$ cat src/rtl/adc_capture_16ch.sv
`timescale 1ns/1ps
`default_nettype none
// ============================================================================
// Module      : adc_capture_16ch
// Description : Capture front end for 16 serial ADCs (U10..U25) sharing
//               CONVST, CS_n and SCLK. Each frame issues a conversion pulse,
//               waits for conversion, then clocks 16 bits MSB-first from every
//               SDO line in parallel and presents all 16 words at once.
// Ports       : CLK_50M    - system clock (sole clock)
//               RESET_n    - synchronous, active-low reset
//               ENABLE     - 1 = periodic sampling runs
//               SDO[15:0]  - serial data, bit i from chip U(10+i)
//               CONVST     - conversion start, active high
//               CS_n       - ADC chip select, active low
//               SCLK       - serial clock, idles low
//               DATA_OUT   - channel i word at [16*i+15:16*i]
//               DATA_VALID - one-cycle pulse when DATA_OUT updates
//               BUSY       - frame in progress
//               OVERRUN    - one-cycle pulse when a trigger is dropped
//               SAMPLE_CNT - completed frame count (wraps)
// Revision    : 1.0 - initial release
// ============================================================================
module adc_capture_16ch #(
    parameter int CLK_DIV       = 2,
    parameter int CONV_CYCLES   = 100,
    parameter int SAMPLE_PERIOD = 5000
) (
    input  logic         CLK_50M,
    input  logic         RESET_n,
    input  logic         ENABLE,
    input  logic [15:0]  SDO,
    output logic         CONVST,
    output logic         CS_n,
    output logic         SCLK,
    output logic [255:0] DATA_OUT,
    output logic         DATA_VALID,
    output logic         BUSY,
    output logic         OVERRUN,
    output logic [15:0]  SAMPLE_CNT
);

    typedef enum logic [2:0] {
        S_IDLE  = 3'd0,
        S_CONV  = 3'd1,
        S_WAIT  = 3'd2,
        S_SETUP = 3'd3,
        S_SHIFT = 3'd4,
        S_LATCH = 3'd5
    } state_t;

    localparam logic [15:0] c_conv_last   = 16'd3;
    localparam logic [15:0] c_wait_last   = 16'(CONV_CYCLES - 1);
    localparam logic [15:0] c_div_last    = 16'(CLK_DIV - 1);
    localparam logic [23:0] c_period_last = 24'(SAMPLE_PERIOD - 1);

    state_t            r_state;
    state_t            w_state_nxt;
    logic [15:0]       r_cnt;
    logic [15:0]       w_cnt_nxt;
    logic [3:0]        r_bit;
    logic [3:0]        w_bit_nxt;
    logic              r_phase;      // 0 = SCLK high half, 1 = low half
    logic              w_phase_nxt;
    logic [23:0]       r_period;
    logic [15:0][15:0] r_shift;
    logic              w_trigger;
    logic              w_sclk_nxt;
    logic              w_cs_n_nxt;
    logic              w_sample;

    always_comb begin
        w_state_nxt = r_state;
        w_cnt_nxt   = r_cnt;
        w_bit_nxt   = r_bit;
        w_phase_nxt = r_phase;
        w_trigger   = ENABLE && (r_period == '0);
        OVERRUN     = w_trigger && BUSY;

        case (r_state)
            S_IDLE: begin
                if (w_trigger) begin
                    w_state_nxt = S_CONV;
                    w_cnt_nxt   = '0;
                end
            end
            S_CONV: begin
                if (r_cnt == c_conv_last) begin
                    w_state_nxt = S_WAIT;
                    w_cnt_nxt   = '0;
                end else begin
                    w_cnt_nxt = r_cnt + 16'd1;
                end
            end
            S_WAIT: begin
                if (r_cnt == c_wait_last) begin
                    w_state_nxt = S_SETUP;
                    w_cnt_nxt   = '0;
                end else begin
                    w_cnt_nxt = r_cnt + 16'd1;
                end
            end
            S_SETUP: begin
                if (r_cnt == c_div_last) begin
                    w_state_nxt = S_SHIFT;
                    w_cnt_nxt   = '0;
                    w_bit_nxt   = '0;
                    w_phase_nxt = 1'b0;
                end else begin
                    w_cnt_nxt = r_cnt + 16'd1;
                end
            end
            S_SHIFT: begin
                if (r_cnt == c_div_last) begin
                    w_cnt_nxt = '0;
                    if (!r_phase) begin
                        // The 16th high half ends the frame directly; there is
                        // no trailing low half inside SHIFT.
                        if (r_bit == 4'd15) begin
                            w_state_nxt = S_LATCH;
                        end else begin
                            w_phase_nxt = 1'b1;
                        end
                    end else begin
                        w_phase_nxt = 1'b0;
                        w_bit_nxt   = r_bit + 4'd1;
                    end
                end else begin
                    w_cnt_nxt = r_cnt + 16'd1;
                end
            end
            S_LATCH: begin
                w_state_nxt = S_IDLE;
            end
            default: begin
                w_state_nxt = S_IDLE;
            end
        endcase

        w_sclk_nxt = (w_state_nxt == S_SHIFT) && !w_phase_nxt;
        w_cs_n_nxt = !((w_state_nxt == S_SETUP) || (w_state_nxt == S_SHIFT));
        // Sample on the edge where the registered SCLK goes 0->1.
        w_sample   = w_sclk_nxt && !SCLK;
    end

    always_ff @(posedge CLK_50M) begin
        if (!RESET_n) begin
            r_state    <= S_IDLE;
            r_cnt      <= '0;
            r_bit      <= '0;
            r_phase    <= 1'b0;
            r_period   <= '0;
            r_shift    <= '0;
            CONVST     <= 1'b0;
            CS_n       <= 1'b1;
            SCLK       <= 1'b0;
            BUSY       <= 1'b0;
            DATA_OUT   <= '0;
            DATA_VALID <= 1'b0;
            SAMPLE_CNT <= '0;
        end else begin
            r_state <= w_state_nxt;
            r_cnt   <= w_cnt_nxt;
            r_bit   <= w_bit_nxt;
            r_phase <= w_phase_nxt;

            if (!ENABLE || (r_period == c_period_last)) begin
                r_period <= '0;
            end else begin
                r_period <= r_period + 24'd1;
            end

            CONVST <= (w_state_nxt == S_CONV);
            CS_n   <= w_cs_n_nxt;
            SCLK   <= w_sclk_nxt;
            BUSY   <= (w_state_nxt != S_IDLE);

            if (w_sample) begin
                for (int i = 0; i < 16; i++) begin
                    r_shift[i] <= {r_shift[i][14:0], SDO[i]};
                end
            end

            DATA_VALID <= (r_state == S_LATCH);
            if (r_state == S_LATCH) begin
                DATA_OUT   <= r_shift;
                SAMPLE_CNT <= SAMPLE_CNT + 16'd1;
            end
        end
    end

endmodule
`default_nettype wire

$ cat config.mk
export PLATFORM = sky130hd
export DESIGN_NAME = adc_capture_16ch
export DESIGN_NICKNAME = d
export VERILOG_FILES = /design/src/rtl/adc_capture_16ch.sv
export SDC_FILE = /design/constraint.sdc
export NUM_CORES = 1
export LEC_CHECK = 0
export ABC_AREA = 1
export CORE_ASPECT_RATIO = 1.5
export CORE_MARGIN = 2
export CORE_UTILIZATION = 34
export DETAILED_ROUTE_END_ITERATION = 8
export HOLD_SLACK_MARGIN = 0.06
export PLACE_DENSITY = 0.53
export SYNTH_ARGS = -nofsm -noshare
export SYNTH_HDL_FRONTEND = slang
export SYNTH_SLANG_ARGS = --single-unit
$ cat constraint.sdc
create_clock -name CLK_50M -period 2.1 [get_ports CLK_50M]
set_input_delay 0.42 -clock CLK_50M [delete_from_list [all_inputs] [get_ports CLK_50M]]
set_output_delay 0.42 -clock CLK_50M [all_outputs]
set_load 0.01 [all_outputs]
==> summary.md <==
| Metric | Value |
|---|---|
| Status | complete, but fails checks |
| Failing checks | negative setup slack |
| Worst slew margin | 34.06% |
| Dpl hpwl | 39770 um |
| Final GP Congestion | ~0.81 |
| Critical Setup Path Class | flip-flop to flip-flop |
| Worst-path clk slew | 0.06 ns |
| Clock Sinks | 581 |
| Die Y | 322.1 um |
| Critical Path Start | r_cnt[1] |
| Drt via density | 4.911 |
| Peak supply drop | around 0.00071 V |
| Initial antenna violation count | 0 |
| Arr. time, crit path | 2.79 ns |
| Total CTS buffers | 58 |
| Die footprint | 69600 sq um |
| Fin cells | about 4.3k |
| CP startpoint kind | flip-flop |
| Max frequency | 441.0 MHz |
| Largest net degree at the start of global routing | 160 |
| WL/cell | 16.03 um |
| IO Count | around 300 |
| M1 WL | 29020 um |
| Synthesized area | 22940 sq um |
| Top Metal Used | met4 |
| Post-synthesis xor/xnor area fraction | 0.3055% |
| Distinct cells, synth | 33 |
| Compound-cell area share of the yosys netlist | a little under a fifth |
| Most frequent cells in the layout | 566 x dfxtp_1, 417 x a21oi_1, 329 x nand2_1 |
| Hold path startpoint | RESET_n |
| Chip width | 216.1 um |
| WL met3 | 3126 um |
| Remaining global-route overflow | 0 |
| PortBufs | just under 300 |
| Mapped Cells | 3053 |
| Main area contributors after synthesis | dfxtp_1 51%, a21oi_1 12%, nand3_1 6.2%, nand2_1 6.2%, o21ai_0 5.8% |
| Final Hold Viols | 0 |
| H-tree depth | 2 |
| Vias in the first global route | slightly above 20k |
| Commonest non-fill, non-tap cell in the layout | dfxtp_1 |
| Max Clock Skew | between 0.02 and 0.03 ns |
| Setup crit end kind | flip-flop |
| First-pass GRT wire length | 107800 um |
| Met2 WL | around 35000 um |
| Post-Syn Nets | 3078 |
| Cell Pwr Density | 667.2 nW/um^2 |
| Area grow syn2layout | 45.60% |
| Crit Reg-Reg Startpoint | r_cnt[1] |
| Worst EP required | 2.62 ns |
| Synth Area in Adders | less than 1% |
| Overall power | between 20 and 25 mW |
| Worst setup margin | -0.1674 ns |
| Critical Path Fanout Max | 7 |
| Total core area | 66760 sq um |
| Leakage | approximately 12 nW |
| Min-Delay Endpoint | r_shift[151] |
| Mux share of post-synthesis cell area | 0% |
| Hold_buf cts | 0 |
| Seq/Total Area, Yosys | 50.71% |
| #FFs+latches synth | 581 |
| Post-route minimum period | approximately 2.3 ns |
| Simple-gate share of the synthesized area | 19.69% |
| Gr usage total | 18.82% |
| Period utilization | 108.0% |
| Post-route ant nets | 0 |
| Total Wirelength | 69350 um |
| CTS tree | yes |
| Main combinational cell family by area after synthesis | simple AND/OR/NAND/NOR gates |
| First DRT Iteration DRCs | between 1k and 1.5k |
| Final setup viols | 256 |
| FF-to-FF setup slack | -0.17 ns |
| Worst hold stages | 3 |
| RSZ-0062 raised after global routing | true |
| Root Buffer | clkbuf_16 |
| Initial core utilization | 34.36% |
| Warnings, synthesis | 0 |
| Synth top area share | between 50 and 60% |
| Worst flop-to-flop path endpoint | r_shift[211] |
| Maximum clock path buffer count | 3 |
| Final Max Slew Viols | 0 |
| Inst Count DP | around 4.1k |
| Worst hold-check path type | primary input to flip-flop |
| DR DRC count | 0 |
| First drt pass iteration count | 5 |
| Share of layout cells above drive strength 1 | a little under a quarter |
| Clock Latency Late Sink | about 0.64 ns |
| Slew @ Worst Pin | ~1 ns |
| Largest area contributor in the netlist | dfxtp_1 |
| Max_cap viols | 0 |
| Synth Area per Inst | 7.513 sq um |
| Reg2Reg Depth | 18 |
| Cell row count | 116 |
| NumNets Final | 3423 |
| Detailed-route via count | 21.25k |
| ANT cells | 0 |
critical path, stage by stage (launching register included):
cell     delay [ns]
dfxtp_4        0.37
inv_4          0.06
ha_4           0.13
nand2_4        0.05
nor2_4         0.12
nand2_2        0.08
inv_2          0.11
nand2_4        0.08
nand2_2        0.10
nand3_4        0.11
nor2_8         0.15
buf_6          0.14
buf_12         0.15
buf_12         0.13
buf_12         0.11
buf_16         0.12
nand3_2        0.05
nand2_1        0.06
nor2_1         0.04
report_power, final:
part / total, mW / leakage (nW) / switching [mW] / internal (mW)
clock: 10.6 / 0.947 / 4.57 / 6.03
combinational: 0.639 / 6.53 / 0.378 / 0.261
sequential: 11.0 / 4.69 / 0.0133 / 11.0
timing repair:
| item | 4_1_cts | 5_1_grt |
|---|---|---|
| buffers inserted | 33 | 25 |
| cloned | 46 | 14 |
| endpoints found under the setup margin | 261 | 354 |
| pin swaps | 61 | 114 |
| hold endpoints to repair | 0 | 0 |
| gates resized for setup | 354 | 295 |
registers in the layout (all words and copies together) (netlist names):
name / flops
BUSY: 1
CONVST: 1
CS_n: 1
DATA_OUT: 256
DATA_VALID: 1
SAMPLE_CNT: 16
SCLK: 1
r_bit: 4
r_cnt: 16
r_period: 24
r_phase: 1
r_shift: 256
r_state: 3
metrics by stage:
step | instance area, sq um | setup TNS, ns | hold WS (ns) | utilization, % | setup slack (ns)
3_5_place_dp | 27170 | -79.30 | 0.4378 | 40.70 | -0.4121
6_report | 33400 | -24.74 | 0.1723 | 50.02 | -0.1674
2_1_floorplan | 22940 | 0 | 0.4173 | - | 0.1860
5_1_grt | 33400 | -55.77 | 0.1576 | 50.02 | -0.2885
3_3_place_gp | 27170 | -77.11 | 0.4287 | 40.70 | -0.4139
4_1_cts | 31990 | -15.96 | 0.1279 | 47.92 | -0.1767
cell families (layout without fill, tap and decap cells):
kind of cell    after synthesis  count (layout)
fa+ha+maj                     6               6
flops                       581             581
xor+xnor                      8               8
buf+inv                     564             953
simple gates               1063            1063
compound gates              831             831
routing by layer:
metal	track usage (%)	vias up
met5	0	-
met4	6.149	0
met3	3.711	108
met2	33.42	391
met1	22.67	10080
li1	-	10670
Yosys cell counts:
master     number
nor4_1          4
nand2_1       378
o21ai_0       265
and2_1          1
buf_1          45
buf_4          22
a211oi_1        1
buf_6          31
o31ai_1         4
o21a_1          8
o211ai_1        1
inv_1         329
ha_1            6
dfxtp_1       581
nor3_1         28
o2bb2ai_1       1
inv_2           2
a21oi_1       548
nand4_1        18
buf_2           3
nor2_8          1
nor2_4          1
nor2_2          2
xor2_1          8
nand3_1       285
clkbuf_1      132
nor2_1        332
o21bai_1        1
and3_1          1
a31o_2          2
nor3b_1         7
or2_2           3
nand3_2         2
how the worst max path moves through the flow:
stage                   endpoint  slack, ns  depth (start not counted)
floorplan            r_shift[32]       0.19                         14
global placement         OVERRUN      -0.41                          6
detailed placement       OVERRUN      -0.41                          6
CTS                      OVERRUN      -0.18                          7
global route          r_shift[0]      -0.29                         17
finish              r_shift[211]      -0.17                         18
final cells by class:
cell class	instances	area, sq um
clock inverter	21	237.7
tap	885	1107
inverter	331	1262
multi-input combinational	1908	11020
clock buffer	83	1675
sequential	581	11650
timing repair buffer	518	6435
fill	6300	33370
Note: power is estimated with default switching activity, not from simulation.
